$ cat config.mk
export PLATFORM = sky130hd
export DESIGN_NAME = mmio_io_bridge
export DESIGN_NICKNAME = d
export VERILOG_FILES = /design/src/rtl/mmio_io_bridge.sv
export SDC_FILE = /design/constraint.sdc
export NUM_CORES = 1
export LEC_CHECK = 0
export CORE_AREA = 2 2 100 174
export DETAILED_ROUTE_END_ITERATION = 8
export DIE_AREA = 0 0 102 176
export PLACE_DENSITY = 0.75
export SYNTH_ARGS = -nofsm -noshare
export SYNTH_HDL_FRONTEND = slang
export SYNTH_SLANG_ARGS = --single-unit
$ cat constraint.sdc
create_clock -name clock -period 5.3 [get_ports clock]
set_input_delay 0.53 -clock clock [delete_from_list [all_inputs] [get_ports clock]]
set_output_delay 0.53 -clock clock [all_outputs]
set_load 0.01 [all_outputs]
$ cat src/rtl/mmio_io_bridge.sv
// -----------------------------------------------------------------------------
// mmio_io_bridge
//
// Data-memory-side responder for the processor's memory-mapped I/O. It sits
// between the processor data port and the data RAM and provides:
//   * clear-on-read event registers for the five debounced buttons,
//   * a store-fed output FIFO that the VGA controller drains,
//   * a status word {drop_cnt, 8'b0, fifo_level},
//   * RAM write gating so MMIO stores never reach the RAM.
//
// Ports
//   clock         in   1   processor clock; all state updates on posedge
//   reset         in   1   synchronous, active-high
//   address_dmem  in   32  processor data address
//   wren          in   1   processor store strobe (load when low)
//   data          in   32  processor store data
//   q_ram         in   32  RAM read data (1-cycle read latency)
//   q_dmem        out  32  load data to processor, valid 1 cycle after address
//   ram_wren      out  1   RAM write enable, suppressed for MMIO addresses
//   btn           in   5   debounced button levels {D,U,R,L,C}
//   out_data      out  32  FIFO head word (0 when empty)
//   out_valid     out  1   FIFO non-empty
//   out_ready     in   1   consumer accepts head when out_valid & out_ready
// -----------------------------------------------------------------------------
module mmio_io_bridge #(
   parameter logic [31:0] BTNC_ADDR = 32'd1000,
   parameter logic [31:0] OUT_ADDR  = 32'd2000,
   parameter logic [31:0] BTNL_ADDR = 32'd3000,
   parameter logic [31:0] BTNR_ADDR = 32'd4000,
   parameter logic [31:0] BTNU_ADDR = 32'd5000,
   parameter logic [31:0] BTND_ADDR = 32'd6000,
   parameter logic [31:0] STAT_ADDR = 32'd2004,
   parameter int          OUT_DEPTH = 4
) (
   input  logic        clock,
   input  logic        reset,
   input  logic [31:0] address_dmem,
   input  logic        wren,
   input  logic [31:0] data,
   input  logic [31:0] q_ram,
   output logic [31:0] q_dmem,
   output logic        ram_wren,
   input  logic [4:0]  btn,
   output logic [31:0] out_data,
   output logic        out_valid,
   input  logic        out_ready
);

   localparam int         PTR_W   = $clog2(OUT_DEPTH);
   localparam logic [7:0] DEPTH_L = 8'(OUT_DEPTH);

   // ---------------------------------------------------------------------------
   // Address decode (full 32-bit compares)
   // ---------------------------------------------------------------------------
   logic [4:0] btn_sel;     // one-hot per button register, bit order {D,U,R,L,C}
   logic       hit_out;
   logic       hit_stat;
   logic       mmio_hit;
   logic       ld;

   assign btn_sel  = {address_dmem == BTND_ADDR,
                      address_dmem == BTNU_ADDR,
                      address_dmem == BTNR_ADDR,
                      address_dmem == BTNL_ADDR,
                      address_dmem == BTNC_ADDR};
   assign hit_out  = (address_dmem == OUT_ADDR);
   assign hit_stat = (address_dmem == STAT_ADDR);
   assign mmio_hit = (|btn_sel) | hit_out | hit_stat;
   assign ld       = ~wren;

   assign ram_wren = wren & ~mmio_hit;

   // ---------------------------------------------------------------------------
   // State
   // ---------------------------------------------------------------------------
   logic [4:0]       btn_prev_q;
   logic [4:0]       pending_q,  pending_d;
   logic             rd_sel_q,   rd_sel_d;
   logic [31:0]      rd_val_q,   rd_val_d;
   logic [PTR_W-1:0] wr_ptr_q,   wr_ptr_d;
   logic [PTR_W-1:0] rd_ptr_q,   rd_ptr_d;
   logic [7:0]       level_q,    level_d;
   logic [15:0]      drop_cnt_q, drop_cnt_d;
   logic [31:0]      mem_q [OUT_DEPTH];

   // ---------------------------------------------------------------------------
   // Button events
   // ---------------------------------------------------------------------------
   logic [4:0] rise;
   logic [4:0] clr;

   assign rise = btn & ~btn_prev_q;
   assign clr  = btn_sel & {5{ld}};

   // OR-ing the rise in after the clear makes a same-cycle rise win over the
   // clear-on-read, so an event arriving during the read is never lost.
   assign pending_d = (pending_q & ~clr) | rise;

   // ---------------------------------------------------------------------------
   // Output FIFO control
   // ---------------------------------------------------------------------------
   logic push_req;
   logic pop;
   logic full;
   logic push;
   logic drop;

   assign out_valid = (level_q != 8'd0);
   assign pop       = out_valid & out_ready;
   assign full      = (level_q == DEPTH_L);
   assign push_req  = wren & hit_out;
   // A full FIFO still accepts a store when the head leaves in the same cycle.
   assign push      = push_req & (~full | pop);
   assign drop      = push_req & full & ~pop;

   always_comb begin
      wr_ptr_d = wr_ptr_q;
      rd_ptr_d = rd_ptr_q;
      level_d  = level_q;
      if (push) begin
         wr_ptr_d = wr_ptr_q + PTR_W'(1);
      end
      if (pop) begin
         rd_ptr_d = rd_ptr_q + PTR_W'(1);
      end
      case ({push, pop})
         2'b10:   level_d = level_q + 8'd1;
         2'b01:   level_d = level_q - 8'd1;
         default: level_d = level_q;
      endcase
   end

   always_comb begin
      drop_cnt_d = drop_cnt_q;
      if (drop && (drop_cnt_q != 16'hFFFF)) begin
         drop_cnt_d = drop_cnt_q + 16'd1;
      end
   end

   assign out_data = out_valid ? mem_q[rd_ptr_q] : 32'd0;

   // ---------------------------------------------------------------------------
   // Load path: MMIO word is captured at the edge, matching RAM read latency
   // ---------------------------------------------------------------------------
   always_comb begin
      rd_sel_d = ld & mmio_hit;
      rd_val_d = 32'd0;
      if (hit_stat) begin
         rd_val_d = {drop_cnt_q, 8'h00, level_q};
      end else if (|btn_sel) begin
         // Pre-clear value of the addressed event bit.
         rd_val_d = {31'd0, |(pending_q & btn_sel)};
      end
   end

   assign q_dmem = rd_sel_q ? rd_val_q : q_ram;

   // ---------------------------------------------------------------------------
   // Registers
   // ---------------------------------------------------------------------------
   always_ff @(posedge clock) begin
      if (reset) begin
         // Sampling btn here means a button held through reset yields no event.
         btn_prev_q <= btn;
         pending_q  <= '0;
         rd_sel_q   <= 1'b0;
         rd_val_q   <= '0;
         wr_ptr_q   <= '0;
         rd_ptr_q   <= '0;
         level_q    <= '0;
         drop_cnt_q <= '0;
      end else begin
         btn_prev_q <= btn;
         pending_q  <= pending_d;
         rd_sel_q   <= rd_sel_d;
         rd_val_q   <= rd_val_d;
         wr_ptr_q   <= wr_ptr_d;
         rd_ptr_q   <= rd_ptr_d;
         level_q    <= level_d;
         drop_cnt_q <= drop_cnt_d;
      end
   end

   // FIFO storage carries no reset; out_data is masked while empty.
   always_ff @(posedge clock) begin
      if (push) begin
         mem_q[wr_ptr_q] <= data;
      end
   end

endmodule

After elaboration in Yosys (flattened, before gate mapping)
Memories as Yosys holds them, arrays and structs flattened. A register that Yosys moved wholly into a read port is not among the register bits.
Index checks and enable logic that the tools add are counted.
{ "totals": {"inputBits": 105, "wordCells": 62, "n_memories": 1, "output_inout_bits": 66, "mem_bits_rw": 128, "regBits": 71} }
{ "op_classes": {"add_sub_neg": 5, "n_reduce_logical": 6, "muxes": 9, "bitwise_logic": 21, "n_eq_ne": 11} }
{ "mem_list": {"columns": ["name", "depth", "word_bits", "read_ports", "rd_ports_with_merged_regs", "write_ports", "line", "text"], "rows": [
  ["mem_q", 4, 32, 1, 1, 1, "84", "logic [31:0] mem_q [OUT_DEPTH];"]
]} }
{ "op_table": {"columns": ["operator", "n"], "rows": [
  ["2-to-1 mux 32 bit", 3],
  ["== test 32 x 11 -> 1 bit (second input constant)", 2],
  ["== test 32 x 12 -> 1 bit (second input constant)", 2],
  ["== test 32 x 13 -> 1 bit (second input constant)", 2],
  ["== test 32 x 10 -> 1 bit (second input constant)", 1],
  ["bitwise AND 5 bit", 4],
  ["adder 16 x 1 -> 16 bit (second input constant)", 1],
  ["inequality test 16 bit (second input constant)", 1],
  ["case mux 8 bit (2 select lines)", 1],
  ["NOT 5 bit", 2],
  ["OR reduction 5 bit", 2],
  ["adder 8 x 1 -> 8 bit (second input constant)", 1],
  ["== test 8 x 3 -> 1 bit (second input constant)", 1],
  ["nonzero test 8 bit", 1],
  ["subtractor 8 x 1 -> 8 bit (second input constant)", 1],
  ["bitwise AND 1 bit", 7],
  ["bitwise OR 5 bit", 1],
  ["adder 2 x 1 -> 2 bit (second input constant)", 2],
  ["2-to-1 mux 2 bit", 2],
  ["NOT 1 bit", 4],
  ["2-to-1 mux 1 bit", 3],
  ["bitwise OR 1 bit", 3],
  ["== test 2 x 1 -> 1 bit (second input constant)", 1],
  ["== test 2 bit (second input constant)", 1],
  ["3 further kinds", 3]
]} }

Depth between registers and ports, before layout
{ "depth": {"word_depth": 6, "depth_mapped": 13, "mapped_depth_nobuf": 11} }

Least setup slack after synthesis
Ideal clock, no wire load.
{ "synth_path": {"kind": "input port to flip-flop", "start": "in address_dmem[1]", "end": "reg level_q[7]", "setup_ns": 0.078, "path_stages": 12, "slack_ns": 1.747, "t_required_ns": 5.222, "arrival_ns": 3.475, "n_path_buf": 1, "cell_sequence": "or4b_1 nor4_1 and3_1 buf_2 nor2_1 ha_1 a21o_1 a221oi_1 o21ai_0 or3_1 and3b_1 nor3_1"} }
{ "synth_via": {"elab_chain_len": 5, "word_cells_on_any_way": 7, "classes_between": "3 x eq/ne; 1 x mux; 2 x bitwise; 1 x reduce/logical"} }
{ "synth_rtl": {"columns": ["element", "line", "text"], "rows": [
  ["from (decl)", "37", "input logic [31:0] address_dmem,"],
  ["== test 32 x 11 -> 1 bit *", "66", "assign hit_out = (address_dmem == OUT_ADDR);"],
  ["bitwise AND 1 bit *", "111", "assign push_req = wren & hit_out;"],
  ["bitwise AND 1 bit *", "113", "assign push = push_req & (~full | pop);"],
  ["== test 2 x 1 -> 1 bit / == test 2 bit (equally long branches)", "126", "case ({push, pop})"],
  ["case mux 8 bit (2 select lines) / nonzero test 2 bit (equally long branches)", null, null],
  ["to (signal assigned)", "179", "level_q <= level_d;"],
  ["to (decl)", "82", "logic [7:0] level_q, level_d;"]
]} }
Every way passes the cells marked *; elsewhere a longest branch is shown, timed or not.
A chain may end at the register's enable or synchronous reset.

Final worst setup path
{ "layout_path": {"start": "in wren", "end": "reg level_q[7]"} }
{ "layout_via": {"elab_chain_len": 4, "word_cells_on_any_way": 6, "classes_between": "2 x eq/ne; 1 x mux; 2 x bitwise; 1 x reduce/logical"} }
{ "layout_rtl": {"columns": ["element", "line", "text"], "rows": [
  ["from (decl)", "38", "input logic wren,"],
  ["bitwise AND 1 bit *", "111", null],
  ["bitwise AND 1 bit *", "113", null],
  ["== test 2 x 1 -> 1 bit / == test 2 bit (equally long branches)", "126", null],
  ["case mux 8 bit (2 select lines) / nonzero test 2 bit (equally long branches)", null, null]
]} }
Marks and branches as above.

==> impl_metrics.ini <==
[outcome]
run_status = finished, final reports clean

[setup_path]
worst_path_max_delay_cell = sky130_fd_sc_hd__clkdlybuf4s50_1
timing.critical_path.depth = 12
path_max_fanout = 8
critical_path_class = primary input to flip-flop
timing.critical_path.to_type = flip-flop
worst_r2r_path_depth = 11
crit-reg2reg-capture = level_q[7]$_SDFFE_PP0P_
critPathBufInv = 1
cp_cell_sequence = clkdlybuf4s50_1 > or4b_1 > nor4_1 > and3_1 > nor2_1 > ha_1 > a21o_1 > a221oi_1 > o21ai_0 > or3_1 > and3b_1 > nor3_1
reg2reg_setup_slack_ns = 1.87
r2r_start = level_q[3]$_SDFFE_PP0P_
cp.arrival_ns = 4.48
critPathRequiredTime_ns = 5.64
cp_delay_by_family_top = simple AND/OR/NAND/NOR gates
crit_path_start_kind = primary input
max_stage_delay_ns = 0.63

[pwr]
power_density_cells_nw_per_um2 = 282
leakage_dissipation_nw = 3.51
vdd_drop_max_v = 0.000179

[synth]
post_synth_num_cell_types = 54
syn_area_sq_um = 8110
synthSimpleGateAreaFrac_pct = 14.6
netlist_top_cells_count = sky130_fd_sc_hd__edfxtp_1 (128), sky130_fd_sc_hd__dfxtp_1 (65), sky130_fd_sc_hd__and2_1 (56)
synthArstFlopShare_pct = 0
synth.mux.area_fraction_pct = 13.1
synthDominantAreaCellType = sky130_fd_sc_hd__edfxtp_1
synth_top_family_by_area = simple AND/OR/NAND/NOR gates
ys_dominant_reg_cell = sky130_fd_sc_hd__edfxtp_1
synth_xor_area_share_pct = 1.94
synth-compound-area-share_pct = 3.25
synth_enable_flop_cells = 128
synth.most_common_cell = sky130_fd_sc_hd__edfxtp_1
post_synth.cell_area_avg_sq_um = 14.4
yosysTopAreaCellShare_pct = 47.4
synthTopCellsByArea = sky130_fd_sc_hd__edfxtp_1 (47%), sky130_fd_sc_hd__dfxtp_1 (16%), sky130_fd_sc_hd__mux4_2 (8.9%), sky130_fd_sc_hd__and2_1 (4.3%), sky130_fd_sc_hd__mux2_2 (3.5%)
syn-num-nets = 679
synth_cells = 562
synth.yosys.seq_area_share_pct = 63.4
synth-seq-cells = 193
synth_warnings = 0
synth-adder-area-share_pct = 1.94

[global_route]
groute.usage.overall_pct = 20.4
grt_pass1_vias = 5528
grt_antenna_before_repair = 0
pin_count_of_the_biggest_net_entering_global_routing = 45
gr-total-overflow = 0
global_route_wire_length_before_repair_microns = 27900

[detailed_routing]
firstDrtPassIters = 4
routedWlPerCell_microns = 18.2
routed_wirelength_microns = 17600
drt_iter0_drc = 232
route.vias.total = 5267
vias_per_cell = 5.45
postRouteAntennaNets = 0
remaining_drc_errors = 0

[floorplanning]
chipWidth_microns = 102
die_y_microns = 176
initial_utilization_pct = 49.3
fp.dieArea_sq_um = 18000
placementRows = 62
ioPinCount = 171
floorplan.core_area_sq_um = 16400

[job]
maxCapViolations = 0

[timing]
finalHoldViolCount = 0
final.min_clock_period_ns = 4.14
fmax_mhz = 242
setup_ws_ns = 1.16
max_slew.worst_pin.slew_ns = 0.970
clock_skew_ns = 0.0151
post-route-period-util_pct = 78.1
slew_limit_fails = 0
total_of_endpoints_with_negative_setup_slack_in_the_final_report = 0
timing.setup.tns_ns = 0
rsz0062_at_grt = no
timing.max_slew.rel_slack_pct = 35.0

[place]
pre_cts_ws_ns = 0.767
placed_cells = 935
globalplace.congestion = 0.885
detailed_place_hpwl_microns = 12600
portBuffers = 170

[worst_hold_path]
hp-class = flip-flop to flip-flop
hold_path.startpoint = pending_q[4]$_SDFF_PP0_
worst_hold_path.num_cells = 2
whs_endpoint = pending_q[4]$_SDFF_PP0_

[final_layout]
final_cell_count_no_fill = 967
finish.net_count = 847
layout-area-overhead-vs-synth_pct = 30.8
num_antenna_cells = 0
fraction_of_final_layout_cells_with_drive_strength_greater_than_1_pct = 14.5
final_core_util_pct = 64.5

[clocking]
clock_insertion_delay_worst_skew_ns = 0.43
hold_buffers = 0
clock_tree_from_tritoncts = built
ctsHtreeMaxLevel = 4
cts_buffers = 17
cts_post_setup_buffers_inserted = 0
clk_pin_slew_ns = 0.07
cts_max_path_buffers = 2
clkSinkCount = 193
cts_root_cell = sky130_fd_sc_hd__clkbuf_16
ctsResizeCount = 0
power breakdown:
part	internal [mW]	switching, mW	total [mW]	leakage (nW)
registers	1.60	0.00170	1.61	1.68
clock network	0.632	0.602	1.23	0.287
logic	0.104	0.0548	0.159	1.54
total	2.34	0.658	3.00	3.51
worst min-delay path, delay by kind of cell, from the launching register on:
kind | cells | cell delay (ns)
DFF | 1 | 0.32
AOI/OAI and AO/OA | 2 | 0.12
worst max-delay path by stage:
| stage | slack (ns) | endpoint | start |
|---|---|---|---|
| floorplan | 1.75 | level_q[7]$_SDFFE_PP0P_ | address_dmem[1] |
| global placement | 0.85 | level_q[7]$_SDFFE_PP0P_ | wren |
| detailed placement | 0.77 | level_q[7]$_SDFFE_PP0P_ | wren |
| CTS | 1.21 | level_q[7]$_SDFFE_PP0P_ | wren |
| global route | 1.02 | level_q[7]$_SDFFE_PP0P_ | wren |
| finish | 1.16 | level_q[7]$_SDFFE_PP0P_ | wren |
state kept, by name (all words and copies together) (netlist names), named ones only:
name / flops
rd_ptr_q: 2
btn_prev_q: 5
pending_q: 5
wr_ptr_q: 2
level_q: 8
drop_cnt_q: 16
rd_sel_q: 1
mem_q: 128
rd_val_q: 24
final cells by class:
class | instances | area [sq um]
tap | 224 | 280
sequential | 193 | 5150
fill | 1250 | 5830
timing repair buffer | 175 | 1740
clock buffer | 17 | 425
inverter | 9 | 33.8
clock inverter | 15 | 156
multi-input combinational | 334 | 2830
metrics by stage:
step,hold slack [ns],total power [mW],cell area (sq um)
floorplan,0.441,1.68,8110
global placement,0.462,1.79,10000
detailed placement,0.465,1.80,10000
CTS,0.479,3.02,10600
global route,0.506,3.09,10600
finish,0.480,3.00,10600
routing by layer:
metal	vias to the layer above	wire (microns)	GRT usage, %	part of all wire [%]
li1	2465	-	-	-
met1	2599	6480	21.6	37
met2	167	9940	38.2	56
met3	36	668	4.43	3.8
met4	0	530	8.17	3.0
met5	-	0	0	0
cells in the final DEF (no fill, tap or decap), types with 8 or more instances in the layout:
| cell | count |
|---|---|
| sky130_fd_sc_hd__nand2_1 | 15 |
| sky130_fd_sc_hd__nand3_1 | 14 |
| sky130_fd_sc_hd__clkbuf_16 | 17 |
| sky130_fd_sc_hd__nor2_1 | 30 |
| sky130_fd_sc_hd__ha_1 | 11 |
| sky130_fd_sc_hd__edfxtp_1 | 128 |
| sky130_fd_sc_hd__or3_1 | 8 |
| sky130_fd_sc_hd__clkdlybuf4s50_1 | 170 |
| sky130_fd_sc_hd__nor2b_1 | 9 |
| sky130_fd_sc_hd__a21oi_1 | 15 |
| sky130_fd_sc_hd__xnor2_1 | 14 |
| sky130_fd_sc_hd__nand2b_1 | 10 |
| sky130_fd_sc_hd__mux4_2 | 32 |
| sky130_fd_sc_hd__mux2_2 | 25 |
| sky130_fd_sc_hd__and2_1 | 52 |
| sky130_fd_sc_hd__inv_1 | 9 |
| sky130_fd_sc_hd__dfxtp_1 | 64 |
| sky130_fd_sc_hd__nor4_1 | 14 |
logic make-up (layout without fill, tap and decap cells):
group,Yosys count,count (layout)
simple gates,199,199
mux,63,63
xor+xnor,18,18
compound gates,42,42
buf+inv,35,216
fa+ha+maj,12,12
flops,193,193
(Power assumes the default switching activity.)
